File: config.mk
export PLATFORM = sky130hd
export DESIGN_NAME = approx_mult_pipe
export DESIGN_NICKNAME = d
export VERILOG_FILES = /design/src/rtl/approx_mult_pipe.sv
export SDC_FILE = /design/constraint.sdc
export NUM_CORES = 1
export LEC_CHECK = 0
export CORE_ASPECT_RATIO = 1.25
export CORE_MARGIN = 4
export CORE_UTILIZATION = 35
export CTS_BUF_LIST = sky130_fd_sc_hd__clkbuf_8
export CTS_CLUSTER_DIAMETER = 80
export CTS_CLUSTER_SIZE = 40
export DETAILED_ROUTE_END_ITERATION = 12
export GPL_TIMING_DRIVEN = 1
export PLACE_DENSITY_LB_ADDON = 0.25
export SLEW_MARGIN = 10
export SYNTH_ARGS = -nofsm -noshare
export SYNTH_HDL_FRONTEND = slang
export SYNTH_SLANG_ARGS = --single-unit
File: constraint.sdc
create_clock -name clk -period 3.4 [get_ports clk]
set_clock_uncertainty 0.15 [all_clocks]
set_input_delay 0.68 -clock clk [delete_from_list [all_inputs] [get_ports clk]]
set_output_delay 0.68 -clock clk [all_outputs]
set_load 0.05 [all_outputs]
File: src/rtl/approx_mult_pipe.sv
// Pipelined unsigned multiplier with per-transaction exact/approximate mode
// (low product columns OR-reduced, carry-free) and running error statistics.
module approx_mult_pipe #(
  parameter int unsigned WIDTH       = 8,
  parameter int unsigned APPROX_COLS = 4,
  parameter int unsigned PIPE        = 2
) (
  input  logic              clk,
  input  logic              rst_n,
  input  logic              in_valid,
  output logic              in_ready,
  input  logic [WIDTH-1:0]  in_a,
  input  logic [WIDTH-1:0]  in_b,
  input  logic              in_mode,
  output logic              out_valid,
  input  logic              out_ready,
  output logic [2*WIDTH-1:0] out_p,
  output logic [2*WIDTH-1:0] out_err,
  output logic              out_mode,
  input  logic              stat_clr,
  output logic [31:0]       stat_count,
  output logic [31:0]       stat_err_sum,
  output logic [2*WIDTH-1:0] stat_err_max
);

  localparam int unsigned PW = 2 * WIDTH;

  logic          advance;
  logic [PW-1:0] exact_c;
  logic [PW-1:0] high_c;
  logic [PW-1:0] low_c;
  logic [PW-1:0] approx_c;
  logic [PW-1:0] p_sel_c;
  logic [PW-1:0] err_sel_c;

  logic [PIPE-1:0] vld_q;
  logic [PIPE-1:0] mode_q;
  logic [PW-1:0]   p_q   [PIPE];
  logic [PW-1:0]   err_q [PIPE];

  logic        out_hs;
  logic [32:0] sum_ext_c;

  // Global stall: the whole pipe moves only when the output slot frees up.
  assign advance  = !out_valid || out_ready;
  assign in_ready = advance;

  // Product generation: columns below APPROX_COLS are OR-reduced, the rest summed exactly.
  always_comb begin
    exact_c = PW'(in_a) * PW'(in_b);
    high_c  = '0;
    low_c   = '0;
    for (int unsigned i = 0; i < WIDTH; i++) begin
      for (int unsigned j = 0; j < WIDTH; j++) begin
        if ((i + j) < APPROX_COLS) begin
          low_c = low_c | (PW'(in_a[i] & in_b[j]) << (i + j));
        end else begin
          high_c = high_c + (PW'(in_a[i] & in_b[j]) << (i + j));
        end
      end
    end
    // high_c has no bits below APPROX_COLS, so the OR merge loses nothing.
    approx_c  = high_c | low_c;
    p_sel_c   = in_mode ? approx_c : exact_c;
    err_sel_c = exact_c - p_sel_c;
  end

  // Pipeline stages: stage 0 captures the handshake, later stages shift on advance.
  always_ff @(posedge clk or negedge rst_n) begin
    if (!rst_n) begin
      vld_q  <= '0;
      mode_q <= '0;
      for (int unsigned s = 0; s < PIPE; s++) begin
        p_q[s]   <= '0;
        err_q[s] <= '0;
      end
    end else if (advance) begin
      vld_q[0] <= in_valid;
      if (in_valid) begin
        p_q[0]    <= p_sel_c;
        err_q[0]  <= err_sel_c;
        mode_q[0] <= in_mode;
      end
      for (int unsigned s = 1; s < PIPE; s++) begin
        vld_q[s] <= vld_q[s-1];
        if (vld_q[s-1]) begin
          p_q[s]    <= p_q[s-1];
          err_q[s]  <= err_q[s-1];
          mode_q[s] <= mode_q[s-1];
        end
      end
    end
  end

  assign out_valid = vld_q[PIPE-1];
  assign out_p     = p_q[PIPE-1];
  assign out_err   = err_q[PIPE-1];
  assign out_mode  = mode_q[PIPE-1];

  assign out_hs    = out_valid && out_ready;
  assign sum_ext_c = {1'b0, stat_err_sum} + 33'(out_err);

  // Statistics; clear takes priority over a coincident handshake.
  always_ff @(posedge clk or negedge rst_n) begin
    if (!rst_n) begin
      stat_count   <= '0;
      stat_err_sum <= '0;
      stat_err_max <= '0;
    end else if (stat_clr) begin
      stat_count   <= '0;
      stat_err_sum <= '0;
      stat_err_max <= '0;
    end else if (out_hs) begin
      if (stat_count != 32'hFFFF_FFFF) begin
        stat_count <= stat_count + 32'd1;
      end
      stat_err_sum <= sum_ext_c[32] ? 32'hFFFF_FFFF : sum_ext_c[31:0];
      if (out_err > stat_err_max) begin
        stat_err_max <= out_err;
      end
    end
  end

endmodule

==> key figures, run 1 <==
Run status
  – Status: finished with violations
  – Failing checks: hold timing, setup timing

Power and ir drop
  – Leak Pwr: roughly 7.8 nW
  – Tot Pwr: between 15 and 20 mW
  – Max rail drop VDD: just over 0.7 mV
  – Power per Cell Area: 985.6 nW/um^2

Floorplan
  – Die area: between 30,000 and 40,000 sq um
  – I/O pin count: between 100 and 150
  – Core Rows: between 70 and 80
  – Initial Util: 0.3549
  – Die X: about 170 um
  – Die extent in y: roughly 210 um
  – Core ar.: around 34,000 sq um

Critical path
  – Worst setup endpoint: err_q[31]
  – CP max stage cell: fa_1
  – Worst setup startpoint: in_a[3]
  – Worst path max stage delay: 0.55 ns
  – Crit path max fanout: 5
  – Setup CP Type: in2reg
  – R2R cell count: 12
  – Crit path arrival time: 6.19 ns
  – Critical path endpoint category: flip-flop
  – Crit Reg-Reg Startpoint: stat_err_sum[0]
  – Reg2Reg Setup Slack: 0.22 ns
  – Cells along the critical path: buf_8, buf_4, and2_4, fa_1, inv_1, fa_1, inv_2, fa_1, inv_1, fa_1, inv_2, ha_4, a21oi_2, xnor2_1, mux2i_1, ha_1, a21oi_2, o21ai_1, or3_1, o21ai_2, mux2i_1, o311a_1, o31a_1, o31ai_2
  – Cell repeated most along the worst path: fa_1
  – Worst Path Required: roughly 3.6 ns
  – CP Launch Type: input port
  – R2r endpoint: stat_err_sum[26]

Yosys
  – Mapped Cells: between 1,000 and 1,500
  – Post-synth EDFFs: 0
  – Synth top area share: 0.3106
  – Seq cells post-synth: approximately 150
  – Post-synth top cells: inv_1 (152), dfrtp_1 (148), ha_1 (110)
  – Area leader, netlist: dfrtp_1
  – Most frequent cell after synthesis: inv_1
  – Syn_nets: about 1,500
  – Area contributors post-synth: dfrtp_1 (31%), ha_1 (12%), fa_1 (11%)
  – Seq/Total Area, Yosys: 0.3106
  – Yosys cell types: 68
  – Ys Warns: 0
  – Syn Area/Cell: roughly 9.5 sq um
  – Fraction of registers with async set/reset: 1.000
  – Cell area after synthesis: around 12,000 sq um
  – Synth Flop Type: dfrtp_1

Run
  – Max-cap violation count: 0

Clock tree
  – Clock transition at the registers of the reported paths: approximately 0.080 ns
  – CTS Sinks: roughly 150
  – Max clock buf depth: 2
  – Root Buffer: clkbuf_8
  – Later-pin clock latency in the skew report: ~0.48 ns
  – Cts hold-fix bufs: 0
  – Total CTS buffers: 17
  – CTS tree: built
  – H-tree depth: 4

Timing
  – Setup TNS: -29.83 ns
  – Setup Viol. Count Final: 23
  – RSZ-0062 raised after global routing: true
  – Slew at the pin with the worst max-slew slack: between 0.7 and 0.8 ns
  – Final max-slew violation count: 0
  – Final hold vios: 1
  – Setup slack after layout: -2.556 ns
  – Min Hold Slack: -0.0006223 ns
  – Relative slew slack: 0.5049
  – Min Clock Period, post-route: 5.956 ns
  – Period utilization: 1.752
  – FMAX: around 170 MHz

Drt
  – Detail Route Antenna Nets: 0
  – Iter 0 DRT Violations: about 370
  – WL per Instance: about 15 um
  – DRC Markers: 0
  – Drt first pass iters: 4
  – Vias after detailed routing: roughly 9,900
  – Final wirelength: around 31,000 um
  – Drt via density: roughly 4.9

Global routing
  – Largest net degree at the start of global routing: 63
  – First-pass GRT wire length: a little over 50,000 um
  – Overall routing resource usage: 0.1648
  – GR Overflow Total: 0
  – Initial antenna violation count: 0
  – Vias in the first global route: approximately 10,000

Placed design
  – GPL Wtd Cong: approximately 0.86
  – PortBufs: 136
  – DPL Wire Length: 24,280 um
  – Dpl ws: -3.735 ns

Cells and area
  – Antenna diodes: 0
  – Final core utilization: 0.4901
  – Final nets: about 1,800
  – Layout cells sized above 1: 0.3086
  – Area growth syn-to-layout: 38.10%
  – Fill count: 3,183

Min path
  – HP Class: in2async
worst min-delay path by stage:
| stage | startpoint | to | slack (ns) | cells past startpoint |
|---|---|---|---|---|
| finish | rst_n | stat_count[18] | -0.0006 | 1 |
| global route | rst_n | stat_count[18] | 0.02 | 1 |
| CTS | rst_n | stat_count[18] | 0.007 | 1 |
| detailed placement | err_q[21] | err_q[21] | 0.31 | 1 |
| global placement | vld_q[0] | vld_q[1] | 0.30 | 2 |
| floorplan | rst_n | err_q[16] | 0.23 | 0 |
final cells by class:
| class | count | area, sq um | share of cell area |
|---|---|---|---|
| Multi-Input combinational cell | 887 | 7994 | 0.4855 |
| Sequential cell | 148 | 3705 | 0.2250 |
| Timing Repair Buffer | 373 | 3228 | 0.1960 |
| Inverter | 152 | 570.5 | 0.03465 |
| Tap cell | 423 | 529.3 | 0.03214 |
| Clock buffer | 19 | 261.5 | 0.01588 |
| Clock inverter | 12 | 177.7 | 0.01079 |
routing by layer:
| metal | GRT usage | part of all wire | vias up |
|---|---|---|---|
| met4 | 0.04126 | 0.014 | 0 |
| met5 | 0 | 0 | - |
| met2 | 0.2995 | 0.52 | 197 |
| li1 | - | - | 4872 |
| met1 | 0.1998 | 0.42 | 4823 |
| met3 | 0.03315 | 0.039 | 31 |
state kept, by name, summed over array words and instances, names as in the netlist:
name          flops
mode_q            2
stat_count       32
stat_err_sum     32
out_p            16
stat_err_max     16
p_q              16
err_q            16
out_err          16
vld_q             2
what timing repair did:
| item | 4_1_cts | 5_1_grt |
|---|---|---|
| setup endpoints to repair | 26 | 45 |
| buffers inserted | 25 | 18 |
| resized for setup | 178 | 72 |
| pin swaps | 90 | 56 |
| gates cloned | 0 | 0 |
logic make-up (layout without fill, tap and decap cells):
| kind of cell | Yosys count | in the layout | synth area share |
|---|---|---|---|
| fa+ha+maj | 177 | 177 | 0.2279 |
| mux | 59 | 59 | 0.05331 |
| flops | 148 | 148 | 0.3106 |
| buf+inv | 219 | 556 | 0.08217 |
| xor+xnor | 77 | 77 | 0.05656 |
| compound gates | 215 | 215 | 0.1209 |
| simple gates | 359 | 359 | 0.1485 |
cell usage in the layout, fill, tap and decap left out, drive strengths merged, types with 21 or more instances in the layout:
master,n
and2,55
a21oi,45
xor2,40
buf,255
nand2,92
nor2,100
o21ai,50
mux2,36
fa,67
mux2i,23
clkdlybuf4s50,117
inv,155
a311oi,21
xnor2,37
nor3,24
a21o,21
dfrtp,148
ha,110
worst max-delay path, delay by kind of cell:
family | cells | cell delay [ns]
compound gates | 7 | 1.43
buf+inv | 6 | 0.43
mux | 2 | 0.27
xor+xnor | 1 | 0.14
fa+ha+maj | 6 | 2.73
simple gates | 2 | 0.50
metrics by stage:
step | instance area (sq um) | std cells
finish | 16470 | 2014
global route | 16470 | 2014
CTS | 16120 | 2002
detailed placement | 15190 | 1949
global placement | 15190 | 1949
floorplan | 12200 | 1254
power breakdown:
part           switching, mW  internal, mW  total [mW]
logic                   5.79          6.36        12.2
registers              0.352          2.20        2.55
clock network          0.693         0.835        1.53
total                   6.83          9.39        16.2
Power figures use the tool's default switching activity.
==> run 2: changes to the inputs <==
- DONT_BUFFER_PORTS: unset -> 1
==> run 2 against run 1 <==
Against the previous run:
- the flow still finishes with violations (hold timing, setup timing)
- core utilization fell by 3.5 points
- first-iteration DRC count rose by 8.7%
- fmax rose by 1.2%
- critical path depth rose by 2
- wire length barely moved
- die area did not move
- critical path type unchanged
==> key figures, run 2 (synthesized netlist as in run 1, its figures left out) <==
Run status
  – Status: finished with violations
  – Failing checks: hold timing, setup timing

Cells and area
  – Layout cells sized above 1: 0.3217 (+0.01310)
  – Fill count: 3,223 (+1.3%)
  – Largest regs: stat_count: 32 flops, stat_err_sum: 32 flops
  – Commonest non-fill, non-tap cells in the layout: buf_4 (250), dfrtp_1 (147), inv_1 (133)
  – Final nets: 1,678 (-5.6%)
  – Most common cell after layout, fill and taps aside: buf_4
  – Antenna diodes: 0 (unchanged)
  – Post-route cell area: 15,290 sq um (-7.1%)
  – Area growth syn-to-layout: 28.24%

Drt
  – Vias after detailed routing: 9,428 (-5.0%)
  – Iter 0 DRT Violations: 400 (+8.7%)
  – DRC Markers: 0 (unchanged)
  – WL per Instance: 16.01 um (+5.1%)
  – Detail Route Antenna Nets: 0 (unchanged)
  – Drt first pass iters: 4 (unchanged)
  – Drt via density: 4.923 (about the same)
  – Final wirelength: 30,670 um (about the same)

Placed design
  – Post-DP Area: 14,100 sq um (-7.1%)
  – Dpl ws: -3.085 ns (+0.6502 ns)
  – DPL Wire Length: 23,920 um (-1.5%)
  – GPL Wtd Cong: 0.8411 (-2.6%)
  – PortBufs: 0 (-100%)

Global routing
  – GR Overflow Total: 0 (unchanged)
  – Initial antenna violation count: 0 (unchanged)
  – Largest net degree at the start of global routing: 149 (+140%)
  – First-pass GRT wire length: 50,370 um (-0.65%)
  – Vias in the first global route: 9,723 (-2.8%)
  – Overall routing resource usage: 0.1654 (+0.0005487)

Run
  – Max-cap violation count: 0 (unchanged)

Critical path
  – Worst Path Required: 3.62 ns (about the same)
  – Crit path arrival time: 6.11 ns (-0.08 ns)
  – CP bufs+invs: 2 (-4)
  – Top Family by Delay on Critical Path: adder cells
  – CP max stage cell: fa_1
  – Worst path max stage delay: 0.54 ns (about the same)
  – Critical path endpoint category: flip-flop
  – Cell repeated most along the worst path: fa_1
  – Setup CP Type: in2reg
  – Crit path max fanout: 8 (+3)
  – CP Launch Type: input port

Timing
  – Relative slew slack: 0.4225 (-0.08239)
  – FMAX: 169.8 MHz (+1.2%)
  – Final hold vios: 148 (+147)
  – Period utilization: 1.732 (-0.02006)
  – Final max-slew violation count: 0 (unchanged)
  – Slew at the pin with the worst max-slew slack: 0.8632 ns (+0.1392 ns)
  – Min Clock Period, post-route: 5.888 ns (-0.06822 ns)
  – Min Hold Slack: -0.2635 ns (-0.2629 ns)
  – Setup TNS: -28.65 ns (+1.178 ns)
  – Setup slack after layout: -2.488 ns (+0.06822 ns)
  – Setup Viol. Count Final: 22 (-4.3%)
  – RSZ-0062 raised after global routing: true

Power and ir drop
  – Power per Cell Area: 1071 nW/um^2 (+8.7%)
  – Comb pwr share: 0.729 (-0.020)
  – Max rail drop VDD: 0.8232 mV (+16%)
  – Clk pwr share: 0.097 (+0.003)
  – Sequential power share: 0.174 (+0.017)
  – Pint: 9.528 mW (+1.4%)
  – Leak Pwr: 7.473 nW (-3.8%)
  – P_sw: 6.846 mW (+0.18%)
  – Switching share of power: 0.4181 (-0.002968)

Floorplan
  – Die X: 173.1 um (unchanged)
  – Core Rows: 75 (unchanged)
  – Initial Util: 0.3549 (unchanged)
  – Core ar.: 33,590 sq um (unchanged)
  – Die area: 37,100 sq um (unchanged)
  – I/O pin count: 137 (unchanged)
  – Die extent in y: 214.4 um (unchanged)

Clock tree
  – Total CTS buffers: 17 (unchanged)
  – CTS tree: built
  – CTS Sinks: 148 (unchanged)
  – Root Buffer: clkbuf_8
  – Later-pin clock latency in the skew report: 0.48 ns (about the same)
  – Max clock buf depth: 2 (unchanged)
  – H-tree depth: 4 (unchanged)
  – Clock transition at the registers of the reported paths: 0.09 ns (about the same)

Min path
  – HP Class: in2async
[run 2: cell count changes in the layout (fill, tap and decap cells not counted), moves of 4 or more]
cell,delta
clkdlybuf4s50_1,-117
buf_6,-7
nand2_1,+6
and2_4,-6
nand2_2,-7
o21ai_0,+5
buf_8,-4
buf_4,+33
and2_1,+6
inv_2,-4
buf_2,-5
[run 2: path summary, 6_finish.rpt]
kind	start	to	slack [ns]	depth (start not counted)
worst max-delay path	in_b[3]	err_q[31]	-2.49	26
worst min-delay path	rst_n	stat_count[11]	-0.26	0
worst max register to register	out_err[0]	stat_err_sum[26]	0.11	13
worst min register to register	err_q[25]	err_q[25]	0.33	2
max in group asynchronous	rst_n	p_q[18]	3.17	0
min in group clk	stat_clr	stat_count[23]	0.10	1
[run 2: final cells by class]
type	instances	area, sq um	area share
Clock buffer	19	261.5	0.01710
Clock inverter	13	190.2	0.01244
Inverter	152	570.5	0.03732
Multi-Input combinational cell	887	7880	0.5154
Sequential cell	148	3705	0.2423
Tap cell	423	529.3	0.03462
Timing Repair Buffer	273	2153	0.1408
[run 2: metrics by stage]
| stage | util | hold slack, ns | cells | power, mW |
|---|---|---|---|---|
| floorplan | - | 0.2344 | 1254 | 8.979 |
| global placement | 0.4198 | 0.2378 | 1847 | 12.11 |
| detailed placement | 0.4198 | 0.2378 | 1847 | 12.23 |
| CTS | 0.4411 | -0.3081 | 1890 | 14.61 |
| global route | 0.4551 | -0.3093 | 1915 | 17.74 |
| finish | 0.4551 | -0.2635 | 1915 | 16.37 |
[run 2: per-layer routing]
| layer | GRT usage | routed length [um] |
|---|---|---|
| met1 | 0.2019 | 13040 |
| met2 | 0.2928 | 15600 |
| met3 | 0.03615 | 1433 |
| met4 | 0.04924 | 588 |
| met5 | 0 | 0 |
[run 2: repair_timing]
item	4_1_cts	5_1_grt
setup endpoints to repair	22	51
hold endpoints to repair	148	148
pin swaps	53	50
buffers inserted	13	26
gates resized for setup	45	73
cloned	0	0
[run 2: power by group through the flow]
stage | clock [mW] | combinational [mW] | sequential [mW]
floorplan | 0 | 6.21 | 2.77
global placement | 0 | 9.21 | 2.90
detailed placement | 0 | 9.33 | 2.90
CTS | 1.65 | 10.1 | 2.87
global route | 1.72 | 13.1 | 2.92
finish | 1.58 | 11.9 | 2.85
==> run 3: changes to the inputs <==
- CORE_ASPECT_RATIO: 1.25 -> 1.5
- GPL_ROUTABILITY_DRIVEN: unset -> 0
==> run 3 against run 2 <==
Against the previous run:
- non-clock buffer count shrank 25
- first-iteration DRC count decreased by 19%
- register-to-register slack better by 0.08 ns
- die area up 0.11%
- design area fell by 1.8%
- largest cell class unchanged
- wire length is 0.30% higher
- fmax grew 0.69%
- the flow still finishes with violations (hold timing, setup timing)
- clock-buffer cell count grew 1
- final cell count decreased by 1.5%
==> key figures, run 3 (synthesized netlist as in run 1, its figures left out) <==
Run status
  – Status: finished with violations
  – Failing checks: hold timing, setup timing

Drt
  – DRC Markers: 0 (unchanged)
  – Final wirelength: 30,760 um (+0.30%)
  – Drt via density: 4.943 (+0.40%)
  – WL per Instance: 16.30 um (+1.8%)
  – Detail Route Antenna Nets: 0 (unchanged)
  – Iter 0 DRT Violations: 326 (-19%)
  – Vias after detailed routing: 9,327 (-1.1%)
  – Drt first pass iters: 6 (+2)

Placed design
  – Post-DP Area: 14,060 sq um (-0.33%)
  – PortBufs: 0 (unchanged)
  – Placed cells: 1,842 (-0.27%)
  – DPL Wire Length: 24,310 um (+1.6%)

Floorplan
  – Die area: 37,140 sq um (+0.11%)
  – I/O pin count: 137 (unchanged)
  – Die extent in y: 234.0 um (+9.2%)
  – Die X: 158.7 um (-8.3%)
  – Core ar.: 33,550 sq um (-0.13%)
  – Initial Util: 0.3554 (+0.0004765)
  – Core Rows: 82 (+9.3%)

Power and ir drop
  – Power per Cell Area: 1017 nW/um^2 (-5.0%)
  – Max rail drop VDD: 0.8344 mV (+1.4%)
  – Leak Pwr: 7.292 nW (-2.4%)

Critical path
  – Critical path endpoint category: flip-flop
  – Top Family by Delay on Critical Path: adder cells
  – CP bufs+invs: 3 (+1)
  – CP max stage cell: fa_1
  – Worst path max stage delay: 0.56 ns (+0.02 ns)
  – Cells along the critical path: and2_4, buf_4, fa_2, fa_1, fa_1, inv_2, fa_1, inv_2, ha_1, a21o_1, a21oi_2, xnor2_1, mux2i_1, ha_1, a21oi_1, o21ai_1, or3_4, o21ai_4, a21o_2, a21oi_2, o311a_1, o31a_1, o31ai_1
  – R2R cell count: 14 (+1)
  – Crit path arrival time: 6.07 ns (-0.04 ns)
  – Crit path max fanout: 8 (unchanged)
  – CP Launch Type: input port
  – Worst Path Required: 3.62 ns (about the same)
  – Crit Reg-Reg Startpoint: out_err[0]
  – Cell repeated most along the worst path: fa_1
  – R2r endpoint: stat_err_sum[26]
  – Reg2Reg Setup Slack: 0.19 ns (+0.08 ns)
  – Setup CP Type: in2reg
  – Worst setup startpoint: in_b[7]

Clock tree
  – Total CTS buffers: 17 (unchanged)
  – Later-pin clock latency in the skew report: 0.48 ns (about the same)
  – Max clock buf depth: 2 (unchanged)
  – H-tree depth: 4 (unchanged)
  – CTS Sinks: 148 (unchanged)
  – Root Buffer: clkbuf_8
  – Clock transition at the registers of the reported paths: 0.09 ns (about the same)
  – CTS tree: built

Timing
  – Min Hold Slack: -0.2649 ns (-0.001404 ns)
  – Relative slew slack: 0.5139 (+0.09140)
  – Setup slack after layout: -2.448 ns (+0.04035 ns)
  – Final hold vios: 148 (unchanged)
  – Setup Viol. Count Final: 22 (unchanged)
  – RSZ-0062 raised after global routing: true
  – Period utilization: 1.720 (-0.01187)
  – Final max-slew violation count: 0 (unchanged)
  – FMAX: 171.0 MHz (+0.69%)
  – Slew at the pin with the worst max-slew slack: 0.7107 ns (-0.1524 ns)
  – Min Clock Period, post-route: 5.848 ns (-0.04035 ns)

Cells and area
  – Post-route cell area: 15,020 sq um (-1.8%)
  – Largest regs: stat_count: 32 flops, stat_err_sum: 32 flops
  – Most common cell after layout, fill and taps aside: buf_4
  – Number of cells in the finished layout apart from fillers: 1,887 (-1.5%)
  – Layout cells sized above 1: 0.3156 (-0.006106)
  – Final nets: 1,653 (-1.5%)
  – Area growth syn-to-layout: 25.98%
  – Antenna diodes: 0 (unchanged)
  – Commonest non-fill, non-tap cells in the layout: buf_4 (232), dfrtp_1 (147), inv_1 (134)

Global routing
  – First-pass GRT wire length: 49,000 um (-2.7%)
  – Overall routing resource usage: 0.1648 (-0.0005258)
  – Largest net degree at the start of global routing: 149 (unchanged)
  – Initial antenna violation count: 0 (unchanged)
  – GR Overflow Total: 0 (unchanged)
  – Vias in the first global route: 9,468 (-2.6%)

Min path
  – HP Class: in2async

Run
  – Max-cap violation count: 0 (unchanged)
## run 3: area by class of cell
type	instances	area [sq um]
fill	3258	18530
clock inverter	12	95.09
clock buffer	20	275.3
timing repair buffer	248	1922
inverter	152	573.1
multi-input combinational	887	7925
tap	420	525.5
sequential	148	3705
## run 3: worst max-delay path by stage
| stage | to | slack (ns) | cells past startpoint |
|---|---|---|---|
| floorplan | err_q[31] | -2.83 | 27 |
| global placement | err_q[31] | -2.99 | 25 |
| detailed placement | err_q[31] | -3.11 | 25 |
| CTS | err_q[31] | -2.49 | 26 |
| global route | err_q[31] | -2.70 | 26 |
| finish | err_q[31] | -2.45 | 23 |
## run 3: report_power, final
group | internal [mW] | total, mW | switching, mW
registers | 2.19 | 2.86 | 0.669
clock network | 0.573 | 1.30 | 0.727
logic | 5.81 | 11.1 | 5.31
## run 3: through the flow
stage	power, mW	setup slack, ns	TNS, ns	util
2_1_floorplan	8.979	-2.833	-29.68	-
3_5_place_dp	12.16	-3.111	-40.18	0.4190
6_report	15.28	-2.448	-25.60	0.4477
5_1_grt	16.55	-2.699	-29.22	0.4477
4_1_cts	14.53	-2.490	-26.40	0.4400
3_3_place_gp	12.04	-2.993	-39.18	0.4190
## run 3: worst register-to-register path: stages, from the launching register on
cell and delay, ns:
dfrtp_1 0.36, ha_1 0.18, inv_1 0.06, fa_2 0.35
nor2b_1 0.11, o21ai_0 0.11, a21oi_1 0.14, buf_4 0.14
o2111ai_1 0.17, a31oi_2 0.26, a21oi_2 0.11, buf_4 0.17
or4_4 0.53, nor3_2 0.20, a211oi_2 0.06
## run 3: metal layers
metal,up-vias,part of all wire,global-route usage
li1,4614,-,-
met1,4508,0.38,0.1838
met2,166,0.54,0.3082
met5,-,0,0
met4,0,0.018,0.04855
met3,39,0.057,0.03711
## run 3: timing repair
item                                    in CTS  in global routing
setup buffers                               18                 10
endpoints found under the setup margin      22                 45
gates resized for setup                     75                 56
pin swaps                                   65                 55
endpoints found under the hold margin      148                148
==> patch 1 (flow settings as in run 2) <==
Put a register stage on the output `out_err`. The value now appears one clock later. The other outputs are not delayed to match.
--- a/src/rtl/approx_mult_pipe.sv
+++ b/src/rtl/approx_mult_pipe.sv
@@ -25,4 +25,6 @@
 
   localparam int unsigned PW = 2 * WIDTH;
+
+  logic [2*WIDTH-1:0] out_err_d;
 
   logic          advance;
@@ -95,9 +97,9 @@
   assign out_valid = vld_q[PIPE-1];
   assign out_p     = p_q[PIPE-1];
-  assign out_err   = err_q[PIPE-1];
+  assign out_err_d = err_q[PIPE-1];
   assign out_mode  = mode_q[PIPE-1];
 
   assign out_hs    = out_valid && out_ready;
-  assign sum_ext_c = {1'b0, stat_err_sum} + 33'(out_err);
+  assign sum_ext_c = {1'b0, stat_err_sum} + 33'(out_err_d);
 
   // Statistics; clear takes priority over a coincident handshake.
@@ -116,10 +118,14 @@
       end
       stat_err_sum <= sum_ext_c[32] ? 32'hFFFF_FFFF : sum_ext_c[31:0];
-      if (out_err > stat_err_max) begin
-        stat_err_max <= out_err;
+      if (out_err_d > stat_err_max) begin
+        stat_err_max <= out_err_d;
       end
     end
   end
 
+  always_ff @(posedge clk) begin
+    out_err <= out_err_d;
+  end
+
 endmodule
 
Behaviour: not the same (Yosys sat finds a counterexample within 4 cycles, from zero or initial values and one cycle with rst_n low).
==> patch 1 against run 2 <==
The run still ends with negative hold slack, negative setup slack left. Global-route usage hardly changed. Routed wire length is 1.5% higher. First-iteration DRC count is 2.3% lower. Die area is 1.6% higher. Largest power group unchanged. Critical path depth is 4 lower. Setup slack better by 510 ps. Area after synthesis is 1.7% higher. Count of clock-buffer cells in the layout is 1 higher. Sequential cell count is 16 higher. Power is 0.13% lower. Cell area is 1.9% higher. Via count is 1.2% higher.
==> patch 1: results (changes against run 2) <==
- Top cells by count, synth: dfrtp_1 (148), inv_1 (147), ha_1 (110), nor2_1 (105), nand2_1 (99)
- DR iter-0 viols: 391 (-2.3%)
- Ys async rst share: 0.902 (-0.0976)
- Synth unique cells: 64 (-5.9%)
- Setup TNS: -23440 ps (+5210 ps)
- Share of cells above drive strength 1: 0.315 (-0.00688)
- Met2 global-route usage: 0.297 (+0.00424)
- Endpoints failing setup: 21 (-4.5%)
- Worst hold slack: -262 ps (+1.52 ps)
- Tot GR Track Use: 0.166 (+0.000402)
- Met1 global-route usage: 0.198 (-0.00390)
- Worst VDD drop: 0.000859 V (+4.3%)
- Synth area leaders: dfrtp_1 (31%), ha_1 (11%), fa_1 (11%)
- Final WS setup: -1980 ps (+510 ps)
- Seq/Total Area, Yosys: 0.332 (+0.0212)
- Via Count: 9541 (+1.2%)
- Met2 WL: 15900 µm (+2.2%)
- Status: finished, violations left
- DR WL/cell: 15.9 µm (-0.72%)
- Gpl congestion: 0.848 (+0.80%)
- Hpwl dp: 24300 µm (+1.4%)
- Met3 usage: 0.0420 (+0.00585)
- Met3 WL: 1680 µm (+17%)
- Post-DP Area: 0.0145 mm² (+2.8%)
- Vias in the first global route: 9937 (+2.2%)
- Leak: 7.49 nW (+0.28%)
- Final Hold Viols: 148 (unchanged)
- First-pass GRT wire length: 51200 µm (+1.7%)
- Crit path DAT: 5570 ps (-540 ps)
- Failing checks: negative hold slack, negative setup slack
==> patch 1: changes by cell type after synthesis, sizes merged, moves of 6 or more <==
| cell | change |
|---|---|
| o21a | -6 |
| nand2b | +7 |
| dfxtp | +16 |
| and2 | -7 |
| and4 | -6 |
| nand2 | +7 |
| buf | -11 |
| a211oi | +8 |
| o21bai | +7 |
==> patch 1: what timing repair did <==
| item | in CTS | in global routing |
|---|---|---|
| hold endpoints to repair | 148 | 148 |
| endpoints found under the setup margin | 25 | 50 |
| resized for setup | 66 | 70 |
| setup buffers | 17 | 13 |
| pin swaps | 52 | 76 |
==> patch 1: final timing paths <==
| kind | cells after the start | from | endpoint | slack (ps) |
|---|---|---|---|---|
| max in group asynchronous | 0 | rst_n | err_q[16] | 3170 |
| min in group clk | 1 | stat_clr | stat_err_max[2] | 110 |
| max reg2reg | 13 | out_err_d[0] | stat_err_sum[2] | 220 |
| min | 0 | rst_n | stat_err_sum[30] | -260 |
| min reg2reg | 0 | out_err_d[1] | out_err[1] | 300 |
| max | 22 | in_a[6] | err_q[30] | -1980 |
==> patch 1: cell families after synthesis <==
| logic type | count (synthesis) | share of synthesized area |
|---|---|---|
| AND/OR/NAND/NOR | 362 | 0.144 |
| multiplexers | 62 | 0.0548 |
| adder cells (fa/ha/maj) | 178 | 0.225 |
| buffers and inverters | 201 | 0.0690 |
| AO/OA/AOI/OAI | 221 | 0.121 |
| XOR/XNOR | 75 | 0.0542 |
| flip-flops | 164 | 0.332 |
==> patch 1: power by group <==
group	internal, W	switching, W
Sequential	0.00247	0.00107
Combinational	0.00601	0.00543
Clock	0.000633	0.000748
Total	0.00911	0.00724
==> patch 1: worst register-to-register path, cell delays in order, from the launching register on <==
cell       delay [ps]
dfrtp_1           390
ha_1              170
inv_1              50
fa_1              400
nor2b_1           130
o21ai_0           130
a21boi_1          230
o2111ai_1         220
a21oi_2           210
nor2_1            100
o31ai_2           280
nand2b_1          140
buf_12            180
a311oi_1          300
==> patch 1: layout make-up <==
| cell class | count | area (µm²) |
|---|---|---|
| well taps | 462 | 578 |
| multi-input cells | 898 | 8050 |
| flip-flops and latches | 164 | 4020 |
| clock buffers | 20 | 275 |
| repair buffers | 255 | 2000 |
| inverters | 147 | 552 |
| fillers | 3237 | 18300 |
| clock inverters | 12 | 106 |
==> patch 1: metrics by stage <==
step	setup slack, ps	hold WS, ps	total power, W	util	std cells
after floorplan	-2290	234	0.00961	-	1263
after global placement	-2510	239	0.0128	0.428	1906
after detailed placement	-2580	239	0.0129	0.428	1906
after CTS	-1860	-317	0.0157	0.451	1953
after global routing	-2230	-308	0.0177	0.460	1958
final	-1980	-262	0.0164	0.460	1958
==> patch 2 (flow settings as in run 2) <==
Made on the original files. The parameter `WIDTH` goes from 8 to 7.
--- a/src/rtl/approx_mult_pipe.sv
+++ b/src/rtl/approx_mult_pipe.sv
@@ -2,5 +2,5 @@
 // (low product columns OR-reduced, carry-free) and running error statistics.
 module approx_mult_pipe #(
-  parameter int unsigned WIDTH       = 8,
+  parameter int unsigned WIDTH       = 7,
   parameter int unsigned APPROX_COLS = 4,
   parameter int unsigned PIPE        = 2
Interface: changed (5 resized); port bits go from 137 to 129. The function was not compared with the original's and may differ.
==> patch 2 against run 2 <==
The run still ends with negative hold slack, negative setup slack left. Area after synthesis shrank 13%. Sequential cell count shrank 10. Critical path depth shrank 2. Routed wire length shrank 14%. Die area shrank 12%. First-iteration DRC count shrank 15%. Non-clock buffer count shrank 59. Sequential power shrank 8.1%. Setup slack gained 760 ps. Synthesized cell count shrank 14%. Clock power shrank 13%. Cell area shrank 13%. Power shrank 27%. Largest cell class unchanged.
==> patch 2: results (changes against run 2) <==
- Gpl congestion: 0.802 (-4.7%)
- NetSw: 0.00510 W (-26%)
- Reg-to-Reg End: stat_err_sum[29]
- Tot GR Track Use: 0.162 (-0.00316)
- DR WL/cell: 15.8 µm (-1.5%)
- Vias per cell: 4.83 (-1.8%)
- P_seq: 0.00262 W (-8.1%)
- Met3 usage: 0.0468 (+0.0107)
- Non-Filler Instances: 1664 (-13%)
- Endpoints failing setup: 19 (-14%)
- Met2 global-route usage: 0.290 (-0.00286)
- Vias in the first global route: 8275 (-15%)
- Worst hold slack: -225 ps (+38.8 ps)
- Synth area leaders: dfrtp_1 (33%), ha_1 (12%), fa_1 (8.8%)
- Worst-Skew Late Latency: 450 ps (-30 ps)
- Final Hold Viols: 138 (-6.8%)
- Final WS setup: -1730 ps (+759 ps)
- Status: finished, violations left
- Top cells by count, synth: dfrtp_1 (138), inv_1 (107), ha_1 (97), nor2_1 (97), nand2_1 (94)
- Leak: 6.49 nW (-13%)
- Post-synth top area share: 0.331 (+0.0207)
- Failing checks: negative hold slack, negative setup slack
- Syn Area/Cell: 9.65 µm² (+1.5%)
- Max incr delay on CP: 490 ps (-50 ps)
- Mapped Nets: 1243 (-14%)
- Post-DP Area: 0.0122 mm² (-13%)
- Synth unique cells: 66 (-2.9%)
[patch 2: worst max-delay path, delay by kind of cell]
kind            cells  cell delay, ps
compound gates      6             920
xor+xnor            2             260
fa+ha+maj           6            2530
buf+inv             6             540
mux                 1             180
simple gates        3             200
[patch 2: kinds of logic after synthesis]
kind of cell,share of synthesized area
buffers and inverters,0.0720
XOR/XNOR,0.0563
AO/OA/AOI/OAI,0.121
flip-flops,0.331
AND/OR/NAND/NOR,0.158
adder cells (fa/ha/maj),0.205
multiplexers,0.0569
[patch 2: metal layers]
metal / vias to the layer above / routed length [µm]
met5: - / 0
met4: 0 / 348
met3: 20 / 1590
met2: 131 / 13600
met1: 3897 / 10700
li1: 3996 / -
[patch 2: worst max path at each step]
| stage | from | slack [ps] | endpoint |
|---|---|---|---|
| 4_1_cts | in_b[3] | -1680 | err_q[27] |
| 5_1_grt | in_b[5] | -1960 | err_q[27] |
| 3_5_place_dp | in_a[4] | -2270 | err_q[27] |
| 3_3_place_gp | in_a[4] | -2220 | err_q[27] |
| 6_report | in_b[3] | -1730 | err_q[26] |
| 2_1_floorplan | in_a[4] | -2100 | err_q[27] |
[patch 2: final cells by class]
class | count | area [µm²] | area share
multi-input combinational | 777 | 6910 | 0.517
sequential | 138 | 3450 | 0.258
timing repair buffer | 214 | 1690 | 0.127
tap | 396 | 495 | 0.0371
inverter | 107 | 404 | 0.0302
clock buffer | 19 | 262 | 0.0196
clock inverter | 13 | 144 | 0.0108
[patch 2: timing repair]
| item | in CTS | in global routing |
|---|---|---|
| buffers inserted | 23 | 11 |
| endpoints found under the setup margin | 18 | 39 |
| gates cloned | 0 | 1 |
| gates resized for setup | 68 | 44 |
| hold endpoints to repair | 138 | 138 |
| pin swaps | 52 | 33 |
